### src/rtl/ac97_rx_deframer_pkg.sv
// Shared constants, frame layout and types for the AC-link receive deframer.
// Frame bits arrive MSB first, so frame bit k lands at shift register index FRAME_BITS-1-k.
package ac97_pkg;

    localparam int FRAME_BITS = 256;
    localparam int SLOT_W     = 20;
    localparam int PCM_W      = 16;
    localparam int TAG_W      = 16;
    localparam int CNT_W      = 8;
    localparam int ADDR_W     = 7;
    localparam int DATA_W     = 16;

    localparam int TAG_READY = 15;
    localparam int TAG_SLOT1 = 14;
    localparam int TAG_SLOT2 = 13;
    localparam int TAG_SLOT3 = 12;
    localparam int TAG_SLOT4 = 11;

    function automatic int slot_start(input int n);
        return TAG_W + SLOT_W * (n - 1);
    endfunction

    function automatic int tag_pos(input int tag_bit);
        return FRAME_BITS - TAG_W + tag_bit;
    endfunction

    function automatic int slot_msb(input int n);
        return FRAME_BITS - 1 - slot_start(n);
    endfunction

    localparam int SLOT1_MSB = slot_msb(1);
    localparam int SLOT2_MSB = slot_msb(2);
    localparam int SLOT3_MSB = slot_msb(3);
    localparam int SLOT4_MSB = slot_msb(4);

    typedef enum logic {HUNT, SYNCED} rx_state_e;

    // Only the frame fields the decoder consumes.
    typedef struct packed {
        logic                ready;
        logic                slot1_valid;
        logic                slot2_valid;
        logic                slot3_valid;
        logic                slot4_valid;
        logic                read_flag;
        logic [ADDR_W-1:0]   addr;
        logic [DATA_W-1:0]   data;
        logic [PCM_W-1:0]    left;
        logic [PCM_W-1:0]    right;
    } rx_fields_t;

endpackage

### src/rtl/ac97_rx_deframer_if.sv
// Consumer-side bundle of the deframer: codec status, register read-back and PCM capture.
interface ac97_rx_deframer_if;
    import ac97_pkg::*;

    logic                codec_ready;
    logic                status_valid;
    logic [ADDR_W-1:0]   status_addr;
    logic [DATA_W-1:0]   status_data;
    logic                status_ack;
    logic                status_ovf;
    logic                pcm_valid;
    logic [PCM_W-1:0]    pcm_left;
    logic [PCM_W-1:0]    pcm_right;
    logic                locked;
    logic [CNT_W-1:0]    sync_err_cnt;

    modport master (
        output codec_ready, status_valid, status_addr, status_data, status_ovf,
        output pcm_valid, pcm_left, pcm_right, locked, sync_err_cnt,
        input  status_ack
    );

    modport slave (
        input  codec_ready, status_valid, status_addr, status_data, status_ovf,
        input  pcm_valid, pcm_left, pcm_right, locked, sync_err_cnt,
        output status_ack
    );

endinterface

### src/rtl/ac97_rx_deframer_shifter.sv
// Bit counter and frame shift register; flags frame completion and SYNC rises
// that land anywhere other than the last bit of a frame.
module ac97_rx_shifter
    import ac97_pkg::*;
(
    input  logic       ac97_bitclk,
    input  logic       ac97_rst,
    input  logic       active,
    input  logic       sync_rise,
    input  logic       sdata,
    output rx_fields_t fields,
    output logic       frame_done,
    output logic       misalign
);

    logic [CNT_W-1:0]      bit_cnt;
    logic [FRAME_BITS-1:0] frame;
    logic                  last_bit;

    assign last_bit = (bit_cnt == CNT_W'(FRAME_BITS - 1));
    assign misalign = active & sync_rise & ~last_bit;

    // A rise while hunting or mid-frame restarts the count; the wrap at the last bit is natural.
    always_ff @(posedge ac97_bitclk) begin
        if (ac97_rst) begin
            bit_cnt    <= '0;
            frame      <= '0;
            frame_done <= 1'b0;
        end else begin
            frame_done <= active & last_bit;
            if (sync_rise && (!active || !last_bit)) begin
                bit_cnt <= '0;
            end else if (active) begin
                bit_cnt <= bit_cnt + CNT_W'(1);
            end
            if (active) begin
                frame <= {frame[FRAME_BITS-2:0], sdata};
            end
        end
    end

    assign fields.ready       = frame[tag_pos(TAG_READY)];
    assign fields.slot1_valid = frame[tag_pos(TAG_SLOT1)];
    assign fields.slot2_valid = frame[tag_pos(TAG_SLOT2)];
    assign fields.slot3_valid = frame[tag_pos(TAG_SLOT3)];
    assign fields.slot4_valid = frame[tag_pos(TAG_SLOT4)];
    assign fields.read_flag   = frame[SLOT1_MSB];
    assign fields.addr        = frame[SLOT1_MSB-1 -: ADDR_W];
    assign fields.data        = frame[SLOT2_MSB -: DATA_W];
    assign fields.left        = frame[SLOT3_MSB -: PCM_W];
    assign fields.right       = frame[SLOT4_MSB -: PCM_W];

endmodule

### src/rtl/ac97_rx_deframer.sv
// AC-link receive deframer: SYNC alignment FSM, lock tracking and decode of TAG,
// register read-back (slots 1/2) and PCM capture (slots 3/4).
module ac97_rx_deframer
    import ac97_pkg::*;
(
    input  logic                ac97_bitclk,
    input  logic                ac97_rst,
    input  logic                ac97_sync,
    input  logic                ac97_sdata_in,
    ac97_rx_deframer_if.master  rx
);

    rx_state_e          state;
    rx_state_e          next_state;
    logic               sync_q;
    logic               sync_rise;
    logic               active;
    rx_fields_t         fields;
    logic               frame_done;
    logic               misalign;
    logic               decode;
    logic               new_word;

    logic               codec_ready;
    logic               status_valid;
    logic [ADDR_W-1:0]  status_addr;
    logic [DATA_W-1:0]  status_data;
    logic               status_ovf;
    logic               pcm_valid;
    logic [PCM_W-1:0]   pcm_left;
    logic [PCM_W-1:0]   pcm_right;
    logic               locked;
    logic [CNT_W-1:0]   sync_err_cnt;

    assign sync_rise = ac97_sync & ~sync_q;
    assign active    = (state == SYNCED);

    ac97_rx_shifter u_shifter (
        .ac97_bitclk (ac97_bitclk),
        .ac97_rst    (ac97_rst),
        .active      (active),
        .sync_rise   (sync_rise),
        .sdata       (ac97_sdata_in),
        .fields      (fields),
        .frame_done  (frame_done),
        .misalign    (misalign)
    );

    always_ff @(posedge ac97_bitclk) begin
        if (ac97_rst) begin
            state  <= HUNT;
            sync_q <= 1'b0;
        end else begin
            state  <= next_state;
            sync_q <= ac97_sync;
        end
    end

    always_comb begin
        next_state = state;
        case (state)
            HUNT:    if (sync_rise) next_state = SYNCED;
            SYNCED:  next_state = SYNCED;
            default: next_state = HUNT;
        endcase
    end

    // The lock flag seen here is the one earned by earlier frames, so a frame only decodes once trusted.
    assign decode   = frame_done & locked;
    assign new_word = decode & fields.slot1_valid & fields.slot2_valid & ~fields.read_flag;

    always_ff @(posedge ac97_bitclk) begin
        if (ac97_rst) begin
            codec_ready  <= 1'b0;
            status_valid <= 1'b0;
            status_addr  <= '0;
            status_data  <= '0;
            status_ovf   <= 1'b0;
            pcm_valid    <= 1'b0;
            pcm_left     <= '0;
            pcm_right    <= '0;
            locked       <= 1'b0;
            sync_err_cnt <= '0;
        end else begin
            pcm_valid <= 1'b0;
            if (decode) begin
                codec_ready <= fields.ready;
                pcm_valid   <= fields.slot3_valid | fields.slot4_valid;
                if (fields.slot3_valid) pcm_left  <= fields.left;
                if (fields.slot4_valid) pcm_right <= fields.right;
            end

            // An ack landing with a new word frees the slot for it, so no overflow then.
            if (new_word && status_valid && !rx.status_ack) begin
                status_ovf <= 1'b1;
            end else if (new_word) begin
                status_valid <= 1'b1;
                status_addr  <= fields.addr;
                status_data  <= fields.data;
            end else if (rx.status_ack) begin
                status_valid <= 1'b0;
            end

            if (misalign) begin
                locked <= 1'b0;
                if (sync_err_cnt != {CNT_W{1'b1}}) sync_err_cnt <= sync_err_cnt + CNT_W'(1);
            end else if (frame_done) begin
                locked <= 1'b1;
            end
        end
    end

    assign rx.codec_ready  = codec_ready;
    assign rx.status_valid = status_valid;
    assign rx.status_addr  = status_addr;
    assign rx.status_data  = status_data;
    assign rx.status_ovf   = status_ovf;
    assign rx.pcm_valid    = pcm_valid;
    assign rx.pcm_left     = pcm_left;
    assign rx.pcm_right    = pcm_right;
    assign rx.locked       = locked;
    assign rx.sync_err_cnt = sync_err_cnt;

endmodule

### src/flat_wrapper.sv
// flat-port wrapper written by rule: the top's interface ports become plain ports
module ac97_rx_deframer_flat import ac97_pkg::*;
  (ac97_bitclk, ac97_rst, ac97_sync, ac97_sdata_in, rx_codec_ready, rx_status_valid, rx_status_addr, rx_status_data, rx_status_ovf, rx_pcm_valid, rx_pcm_left, rx_pcm_right, rx_locked, rx_sync_err_cnt, rx_status_ack);
  ac97_rx_deframer_if rx_i ();
  input  logic ac97_bitclk;
  input  logic ac97_rst;
  input  logic ac97_sync;
  input  logic ac97_sdata_in;
  output wire logic [$bits(rx_i.codec_ready)-1:0] rx_codec_ready;
  output wire logic [$bits(rx_i.status_valid)-1:0] rx_status_valid;
  output wire logic [$bits(rx_i.status_addr)-1:0] rx_status_addr;
  output wire logic [$bits(rx_i.status_data)-1:0] rx_status_data;
  output wire logic [$bits(rx_i.status_ovf)-1:0] rx_status_ovf;
  output wire logic [$bits(rx_i.pcm_valid)-1:0] rx_pcm_valid;
  output wire logic [$bits(rx_i.pcm_left)-1:0] rx_pcm_left;
  output wire logic [$bits(rx_i.pcm_right)-1:0] rx_pcm_right;
  output wire logic [$bits(rx_i.locked)-1:0] rx_locked;
  output wire logic [$bits(rx_i.sync_err_cnt)-1:0] rx_sync_err_cnt;
  input wire logic [$bits(rx_i.status_ack)-1:0] rx_status_ack;
  assign rx_codec_ready = rx_i.codec_ready;
  assign rx_status_valid = rx_i.status_valid;
  assign rx_status_addr = rx_i.status_addr;
  assign rx_status_data = rx_i.status_data;
  assign rx_status_ovf = rx_i.status_ovf;
  assign rx_pcm_valid = rx_i.pcm_valid;
  assign rx_pcm_left = rx_i.pcm_left;
  assign rx_pcm_right = rx_i.pcm_right;
  assign rx_locked = rx_i.locked;
  assign rx_sync_err_cnt = rx_i.sync_err_cnt;
  assign rx_i.status_ack = rx_status_ack;
  ac97_rx_deframer u_core (.ac97_bitclk(ac97_bitclk), .ac97_rst(ac97_rst), .ac97_sync(ac97_sync), .ac97_sdata_in(ac97_sdata_in), .rx(rx_i));
endmodule
### config.mk
export PLATFORM = sky130hd
export DESIGN_NAME = ac97_rx_deframer_flat
export DESIGN_NICKNAME = d
export VERILOG_FILES = /design/src/rtl/ac97_rx_deframer_pkg.sv /design/src/rtl/ac97_rx_deframer_if.sv /design/src/rtl/ac97_rx_deframer_shifter.sv /design/src/rtl/ac97_rx_deframer.sv /design/src/flat_wrapper.sv
export SDC_FILE = /design/constraint.sdc
export NUM_CORES = 1
export LEC_CHECK = 0
export BUFFER_PORTS_ARGS = -buffer_cell sky130_fd_sc_hd__buf_2
export CORE_ASPECT_RATIO = 0.6
export CORE_MARGIN = 4
export CORE_UTILIZATION = 60
export CTS_CLUSTER_DIAMETER = 80
export DETAILED_ROUTE_END_ITERATION = 10
export PLACE_DENSITY_LB_ADDON = 0.2
export SKIP_CTS_REPAIR_TIMING = 1
export SLEW_MARGIN = 5
export SYNTH_ARGS = -nofsm -noshare
export SYNTH_HDL_FRONTEND = slang
export SYNTH_SLANG_ARGS = --single-unit
### constraint.sdc
create_clock -name ac97_bitclk -period 3.05 [get_ports ac97_bitclk]
set_clock_uncertainty 0.2 [all_clocks]
set_input_delay 0.61 -clock ac97_bitclk [delete_from_list [all_inputs] [get_ports ac97_bitclk]]
set_output_delay 0.61 -clock ac97_bitclk [all_outputs]
set_load 0.03 [all_outputs]
==> reports/metrics.cfg, run 1 <==
[outcome]
outcome = completed

[logic_synthesis]
syn_area_per_cell_um2 = 10.3
synth_nets = 1166
yosysWarnings = 0
synth_cell_types = 40
synth_area_mm2 = 0.0119
synth_edf_count = 0
synth-async-reset-ratio = 0
synth_cells = 1159
ys_ff_latch = 335
synth_ff_type = dfxtp_1
yosysSeqAreaShare = 0.563

[setup_path]
cp.required_ns = 3.25
cp_max_fo = 23
cp-end-kind = flop
start_kind = flop
crit_path_top_delay_cell = nand3_2
cp_cell_sequence = and4b_1 -> nand3_2 -> mux2i_1 -> nor2_1
arrival_ns = 2.46
criticalPathCategory = reg2reg
crit_path_max_incr_delay_ns = 0.68

[placement]
port_buffers = 72
place_ws_ns = 0.764
gp_congestion = 0.766
post-dp-hpwl_um = 11200

[layout]
synthToLayoutAreaGrowth_pct = 12.2
final_cell_mix = 334 x dfxtp_1, 297 x nor2_1, 281 x mux2i_1
final_nets = 1200
n_antenna_cell = 0
layout_commonest_cell = dfxtp_1
drive_gt1_frac = 0.110

[drt]
wl_um = 19400
via_per_inst = 5.13
num_vias = 7593
ant_nets = 0
drt_iter0_drc = 440
drt_first_pass_iters = 4
wl_per_cell_um = 13.1
route.detailed.drc = 0

[sta]
hold_viol = 0
period_needed_ns = 2.26
setup_viol = 0
setup_tns_ns = 0
setup_ws_ns = 0.790
fin_crit_sh = 0.741
maxSlewViolCount = 0
slew_headroom = 0.235
worst_pin_slew_ns = 1.15
fmax_mhz = 442
grt_setup_unrepaired = false

[floorplan]
coreArea_mm2 = 0.0193
die_w_um = 190
die_y_um = 117
rows = 39
start_util = 0.618
dieArea_mm2 = 0.0223
pin_count = 73

[power]
power.combinational.fraction = 0.038
seqPwrFrac = 0.511
p_sw_uw = 1790
p_leak_uw = 0.00550
swShare = 0.208
irDropWorstVdd_uv = 589
cellInternalPower_uw = 6790
power_density_mw_per_mm2 = 641
p_clk_frac = 0.451

[clocking]
clock_latency_ns = 0.53
cts_root_buffer = clkbuf_16
cts.clk_slew.worst_paths_ns = 0.07
htree_levels = 1
cts_tree = yes
cts_made_buffers = 29
clkSinkCount = 335
clockBufferDepth = 3

[flow_run]
drv_cap = 0

[global_route]
grt_pass1_wl_um = 33200
grt_use_total = 0.173
antenna_found_initial = 0
grt_overflow = 0
grt_pass1_vias = 7017
grt_max_degree = 146

[worst_hold_path]
min_path_type = in2reg

[power by group through the flow]
stage	registers (µW)	logic, µW	clock network, µW
CTS	4380	326	3950
floorplan	4480	288	0
global placement	4480	326	0
detailed placement	4480	325	0
global route	4380	346	4120
finish	4380	325	3860
[layer usage]
metal,global-route usage,vias up,wire (µm)
li1,-,3945,-
met1,0.248,3524,9900
met2,0.272,85,8430
met3,0.0299,39,647
met4,0.0496,0,461
met5,0,-,0
[registers in the layout, indices dropped and copies added (netlist names)]
register	cells
u_core.rx.status_data	16
u_core.rx.pcm_right	16
u_core.rx.sync_err_cnt	8
u_core.rx.locked	1
u_core.rx.pcm_left	16
u_core.rx.status_valid	1
u_core.u_shifter.bit_cnt	8
u_core.rx.status_ovf	1
u_core.active	1
u_core.rx.pcm_valid	1
u_core.sync_q	1
u_core.u_shifter.frame	256
u_core.rx.codec_ready	1
u_core.u_shifter.frame_done	1
u_core.rx.status_addr	7
[area by class of cell]
cell class                 instances  area, µm²
sequential                       335       6710
fill                            1515       5900
multi-input combinational        742       4810
clock buffer                      38        800
timing repair buffer              80        480
tap                              266        333
clock inverter                    14        220
inverter                           5       18.8
[worst max-delay path, delay by kind of cell (launching register included)]
kind	cells	cell delay (ns)
DFF	1	0.48
and+or+nand+nor	3	1.05
muxes	1	0.38
[cells by family (layout without fill, tap and decap cells)]
group                      Yosys count  in the layout  share of synthesized area
and+or+nand+nor                    400            400                      0.134
DFF                                335            335                      0.563
muxes                              282            282                      0.237
buffers and inverters               82            137                     0.0334
AOI/OAI and AO/OA                   51             51                     0.0255
xor gates and xnor gates             7              7                    0.00514
adders and majority gates            2              2                    0.00210
[synthesized netlist by cell type (5+ instances only)]
cell / count / area [µm²]
mux2i_1: 281 / 2810
and3_1: 5 / 31.3
buf_2: 24 / 120
nor2_1: 297 / 1110
dfxtp_1: 335 / 6710
nand2_1: 72 / 270
a21oi_1: 37 / 185
buf_4: 12 / 90.1
clkbuf_1: 30 / 113
buf_1: 9 / 33.8
inv_1: 5 / 18.8
nand3_1: 7 / 35.0
[path summary, 6_finish.rpt]
| kind | startpoint | end | slack (ns) | cells after the start |
|---|---|---|---|---|
| worst min-delay path | ac97_sdata_in | u_core.u_shifter.frame[0] | 0.13 | 3 |
| worst min register to register | u_core.rx.pcm_left[9] | u_core.rx.pcm_left[9] | 0.25 | 2 |
| worst max register to register | u_core.rx.locked | u_core.rx.status_data[11] | 0.79 | 4 |
| worst max-delay path | u_core.rx.locked | u_core.rx.status_data[11] | 0.79 | 4 |
[metrics by stage]
stage | hold WS [ns] | util | cell area [µm²] | instances | power (µW)
detailed placement | 0.245 | 0.641 | 12400 | 1428 | 4810
global route | 0.136 | 0.694 | 13400 | 1480 | 8850
finish | 0.126 | 0.694 | 13400 | 1480 | 8570
CTS | 0.102 | 0.694 | 13400 | 1480 | 8660
floorplan | 0.243 | - | 11900 | 1159 | 4770
global placement | 0.239 | 0.641 | 12400 | 1428 | 4810
Power figures use the tool's default switching activity.
==> inputs of run 2 (changes only) <==
- ABC_AREA: unset -> 1
- CORE_UTILIZATION: 60 -> 54
- clock period: 3.05 -> 2 ns (I/O delays scaled with it)
==> run 2 against run 1 <==
Net effect:
- count of clock-buffer cells in the layout rose by 13
- sequential power rose by 67%
- power rose by 62%
- hold slack got worse by 0.010 ns
- core utilization fell by 7.1 points
- critical path type is now reg2out
- first-iteration DRC count rose by 58%
- sequential share of layout area rose by 0.34 points
- die area rose by 11%
- routed wire length rose by 16%
- largest cell class unchanged
- cell count rose by 23%
==> reports/metrics.cfg, run 2 <==
[logic_synthesis]
ys_top_cells_by_area = dfxtp_1 56%, nor2_1 17%, o21ai_0 11%
syn_area_per_cell_um2 = 7.89
synth_area_leader_cell = dfxtp_1
synth_nets = 1517
synth_area_mm2 = 0.0119
yosysSeqAreaShare = 0.563
yosys.cell_count.top_type = nor2_1
yosysWarnings = 0
synth-async-reset-ratio = 0
ys_ff_latch = 335
synth_top_area_share = 0.563
synth_cells = 1510
synth_edf_count = 0
synth_commonest_cells = 529 x nor2_1, 335 x dfxtp_1, 257 x o21ai_0
synth_cell_types = 30
synth_ff_type = dfxtp_1

[sta]
slew_headroom = 0.517
period_needed_ns = 1.80
maxSlewViolCount = 0
fmax_mhz = 557
setup_viol = 0
worst_pin_slew_ns = 0.724
setup_tns_ns = 0
hold_viol = 0
fin_crit_sh = 0.898
grt_setup_unrepaired = false

[drt]
met3WireLength_um = 872
route.detailed.drc = 0
wl_met2_um = 9380
wl_per_cell_um = 12.3
via_per_inst = 5.12
m1WireLength_um = 11900
drt_first_pass_iters = 5
drt_iter0_drc = 696
ant_nets = 0
num_vias = 9341
wl_um = 22500
top_layer_used = met4

[clocking]
clkSinkCount = 335
clockBufferDepth = 3
cts_made_buffers = 30
cts.clk_slew.worst_paths_ns = 0.06
clock_latency_ns = 0.54
cts_tree = yes
htree_levels = 1
cts_root_buffer = clkbuf_16

[setup_path]
regToRegSetupSlack_ns = 0.28
worst-path-buf-inv = 1
arrival_ns = 1.20
cp_top_family = flip-flops
cp.required_ns = 1.40
crit_path_max_incr_delay_ns = 0.40
start_kind = flop
cp-end-kind = primary output
cp_max_fo = 6
crit_path_top_delay_cell = dfxtp_1
cp_cell_sequence = buf_2
criticalPathCategory = reg2out

[layout]
finalInstanceArea_mm2 = 0.0133
final_cell_mix = 529 x nor2_1, 334 x dfxtp_1, 257 x o21ai_0
top_register = u_core.u_shifter.frame
synthToLayoutAreaGrowth_pct = 11.5
drive_gt1_frac = 0.0957
fin_util = 0.623
final_nets = 1531
n_antenna_cell = 0
largest_reg_flops = 256
layout_commonest_cell = nor2_1
fillers = 1879

[placement]
gp_congestion = 0.806
dpl_cell_area_mm2 = 0.0123
port_buffers = 72
post-dp-hpwl_um = 12800

[flow_run]
drv_cap = 0

[floorplan]
die_w_um = 200
pin_count = 73
die_y_um = 123
dieArea_mm2 = 0.0246
coreArea_mm2 = 0.0213
rows = 41
start_util = 0.559

[global_route]
antenna_found_initial = 0
grt_overflow = 0
grt_max_degree = 138
grt_pass1_vias = 8659
grt_use_total = 0.180
grt_pass1_wl_um = 38800

[worst_hold_path]
min_path_type = in2reg

[outcome]
outcome = completed

[power]
irDropWorstVdd_uv = 679
finalPower_uw = 13900
p_leak_uw = 0.00578
power_density_mw_per_mm2 = 1050

run 2: kinds of logic (layout without fill, tap and decap cells):
logic type	after synthesis	after routing	synth area share
buffers and inverters	129	166	0.0560
AND/OR/NAND/NOR	707	707	0.235
XOR/XNOR	7	7	0.00514
flip-flops	335	335	0.563
AO/OA/AOI/OAI	330	330	0.139
adder cells (fa/ha/maj)	2	2	0.00210
run 2: stage by stage:
step                      hold slack [ns]  std cells  setup slack, ns
after detailed placement            0.240       1768            0.277
after global routing                0.115       1826           0.0521
after global placement              0.236       1768            0.243
after CTS                          -0.137       1823            0.162
after floorplan                     0.249       1510            0.245
final                               0.116       1826            0.203
run 2: worst paths after layout:
kind	startpoint	to	depth (start not counted)
setup / recovery	u_core.rx.sync_err_cnt[5]	rx_sync_err_cnt[5]	1
setup reg to reg	u_core.rx.sync_err_cnt[0]	u_core.rx.sync_err_cnt[3]	7
hold reg to reg	u_core.rx.status_ovf	u_core.rx.status_ovf	2
hold / removal	ac97_rst	u_core.u_shifter.frame[209]	4
run 2: worst reg2reg max path, cell delays in order, from the launching register on:
cell	delay, ns
dfxtp_1	0.39
ha_1	0.20
nand2_1	0.08
nor2_1	0.16
nand2_1	0.11
nand3_1	0.27
nand2_1	0.09
a21oi_1	0.15
run 2: metal layers:
layer / vias to the layer above / GRT usage
met2: 140 / 0.290
li1: 4893 / -
met1: 4279 / 0.259
met5: - / 0
met3: 29 / 0.0324
met4: 0 / 0.0344
run 2: area by class of cell:
| cell class | instances | area (µm²) | area share |
|---|---|---|---|
| Sequential cell | 335 | 6710 | 0.505 |
| Multi-Input combinational cell | 1046 | 4550 | 0.342 |
| Clock buffer | 51 | 941 | 0.0708 |
| Timing Repair Buffer | 90 | 603 | 0.0454 |
| Tap cell | 279 | 349 | 0.0263 |
| Inverter | 21 | 88.8 | 0.00669 |
| Clock inverter | 4 | 47.5 | 0.00358 |
run 2: report_power, final:
group | total, µW | internal, µW | switching [µW]
Clock | 5660 | 3310 | 2350
Combinational | 915 | 309 | 607
Sequential | 7320 | 7090 | 230
Total | 13900 | 10700 | 3190
==> inputs of run 3 (changes only) <==
- CORE_ASPECT_RATIO: 0.6 -> unset
- RECOVER_POWER: unset -> 100
==> run 3 against run 2 <==
Net effect:
- the run now ends with negative hold slack left
- register-to-register slack lost 0.07 ns
- cell area is essentially flat
- count of clock-buffer cells in the layout is the same
- die area shrank 0.32%
- combinational power is essentially flat
- worst setup slack lost 0.051 ns
- global-route usage shrank 0.22 points
- cell count grew 0.38%
- fmax shrank 2.8%
- critical path depth is the same
- first-iteration DRC count grew 6.3%
- non-clock buffer count grew 4
==> reports/metrics.cfg, run 3 (synthesis results as in run 2) <==
[drt]
drt_iter0_drc = 740
via_per_inst = 5.09
num_vias = 9323
drt_first_pass_iters = 4
wl_um = 22200
ant_nets = 0
wl_per_cell_um = 12.1
route.detailed.drc = 0

[outcome]
violations = negative hold slack
outcome = complete, but fails checks

[sta]
setup_tns_ns = 0
fin_crit_sh = 0.924
fin_worst_hold_slack_ns = -0.00712
setup_ws_ns = 0.152
slew_headroom = 0.510
fmax_mhz = 541
hold_viol = 1
period_needed_ns = 1.85
maxSlewViolCount = 0
setup_viol = 0
grt_setup_unrepaired = false
worst_pin_slew_ns = 0.736

[clocking]
cts_tree = yes
cts.clk_slew.worst_paths_ns = 0.06
clkSinkCount = 335
htree_levels = 2
clock_latency_ns = 0.50
clockBufferDepth = 3
cts_root_buffer = clkbuf_16
cts_made_buffers = 35

[setup_path]
crit_path_top_delay_cell = dfxtp_1
regToRegSetupSlack_ns = 0.21
criticalPathCategory = reg2out
cp.required_ns = 1.40
cp_cell_sequence = clkbuf_1
startpoint = u_core.rx.sync_err_cnt[4]
r2r-end = u_core.rx.sync_err_cnt[3]
cp_top_family = flip-flops
cp_max_fo = 5
arrival_ns = 1.25
worst-path-buf-inv = 1
rr_startpoint = u_core.rx.sync_err_cnt[0]
cp-end-kind = primary output
crit_path_max_incr_delay_ns = 0.42
start_kind = flop
reg2reg_depth = 7

[layout]
n_antenna_cell = 0
synthToLayoutAreaGrowth_pct = 11.5
drive_gt1_frac = 0.0541
final_cell_mix = 531 x nor2_1, 335 x dfxtp_1, 258 x o21ai_0
final_nets = 1540
top_register = u_core.u_shifter.frame
fin_util = 0.611
layout_commonest_cell = nor2_1
largest_reg_flops = 256

[floorplan]
start_util = 0.548
pin_count = 73
die_w_um = 157
die_y_um = 157
dieArea_mm2 = 0.0245
coreArea_mm2 = 0.0218
rows = 54

[global_route]
grt_max_degree = 131
grt_pass1_wl_um = 38200
grt_overflow = 0
grt_use_total = 0.178
grt_pass1_vias = 8651
antenna_found_initial = 0

[worst_hold_path]
worstHoldStart = rx_status_ack
min_path_type = in2reg
holdPathEnd = u_core.rx.status_ovf
whs_path_depth = 4

[placement]
place_ws_ns = 0.249
gp_congestion = 0.785
post-dp-hpwl_um = 12200
port_buffers = 72

[power]
power_density_mw_per_mm2 = 1080
p_leak_uw = 0.00554
irDropWorstVdd_uv = 533

[flow_run]
drv_cap = 0

[run 3: cell types whose count changed in the layout (fill, tap and decap cells not counted), sizes merged]
| cell | previous run | this run |
|---|---|---|
| dlygate4sd3 | 3 | 2 |
| buf | 87 | 21 |
| clkbuf | 51 | 122 |
| clkinv | 2 | 5 |
| clkinvlp | 1 | 0 |
[run 3: worst max-delay path by stage]
stage                                       end  slack (ns)  depth (start not counted)
global placement      u_core.rx.sync_err_cnt[1]        0.34                          7
CTS                   u_core.rx.sync_err_cnt[3]        0.22                          7
finish                       rx_sync_err_cnt[4]        0.15                          1
floorplan             u_core.rx.sync_err_cnt[4]        0.24                          7
global route        u_core.u_shifter.bit_cnt[7]        0.03                          6
detailed placement     u_core.rx.status_addr[1]        0.25                          5
[run 3: stage by stage]
stage / total power [µW] / hold WS (ns) / std cells / area (µm²)
after global placement: 8330 / 0.237 / 1774 / 12300
after floorplan: 8190 / 0.249 / 1510 / 11900
after detailed placement: 8370 / 0.244 / 1774 / 12300
final: 14400 / -0.00712 / 1833 / 13300
after global routing: 15100 / 0.0228 / 1833 / 13300
after CTS: 14600 / -0.0878 / 1831 / 13400
[run 3: final cells by class]
cell class                 count  area [µm²]
fill                        2003        8460
sequential                   335        6710
multi-input combinational   1046        4530
clock buffer                  51        1040
timing repair buffer          94         527
tap                          280         350
inverter                      21        91.3
clock inverter                 6        55.1
[run 3: per-layer routing]
layer | part of all wire | global-route usage | wire, µm | up-vias
li1 | - | - | - | 4894
met1 | 0.49 | 0.232 | 11000 | 4272
met2 | 0.45 | 0.304 | 9950 | 119
met3 | 0.037 | 0.0310 | 826 | 38
met4 | 0.020 | 0.0554 | 455 | 0
met5 | 0 | 0 | 0 | -
[run 3: power breakdown]
part	switching [µW]	internal, µW
clock	2450	3710
combinational	611	306
sequential	216	7090
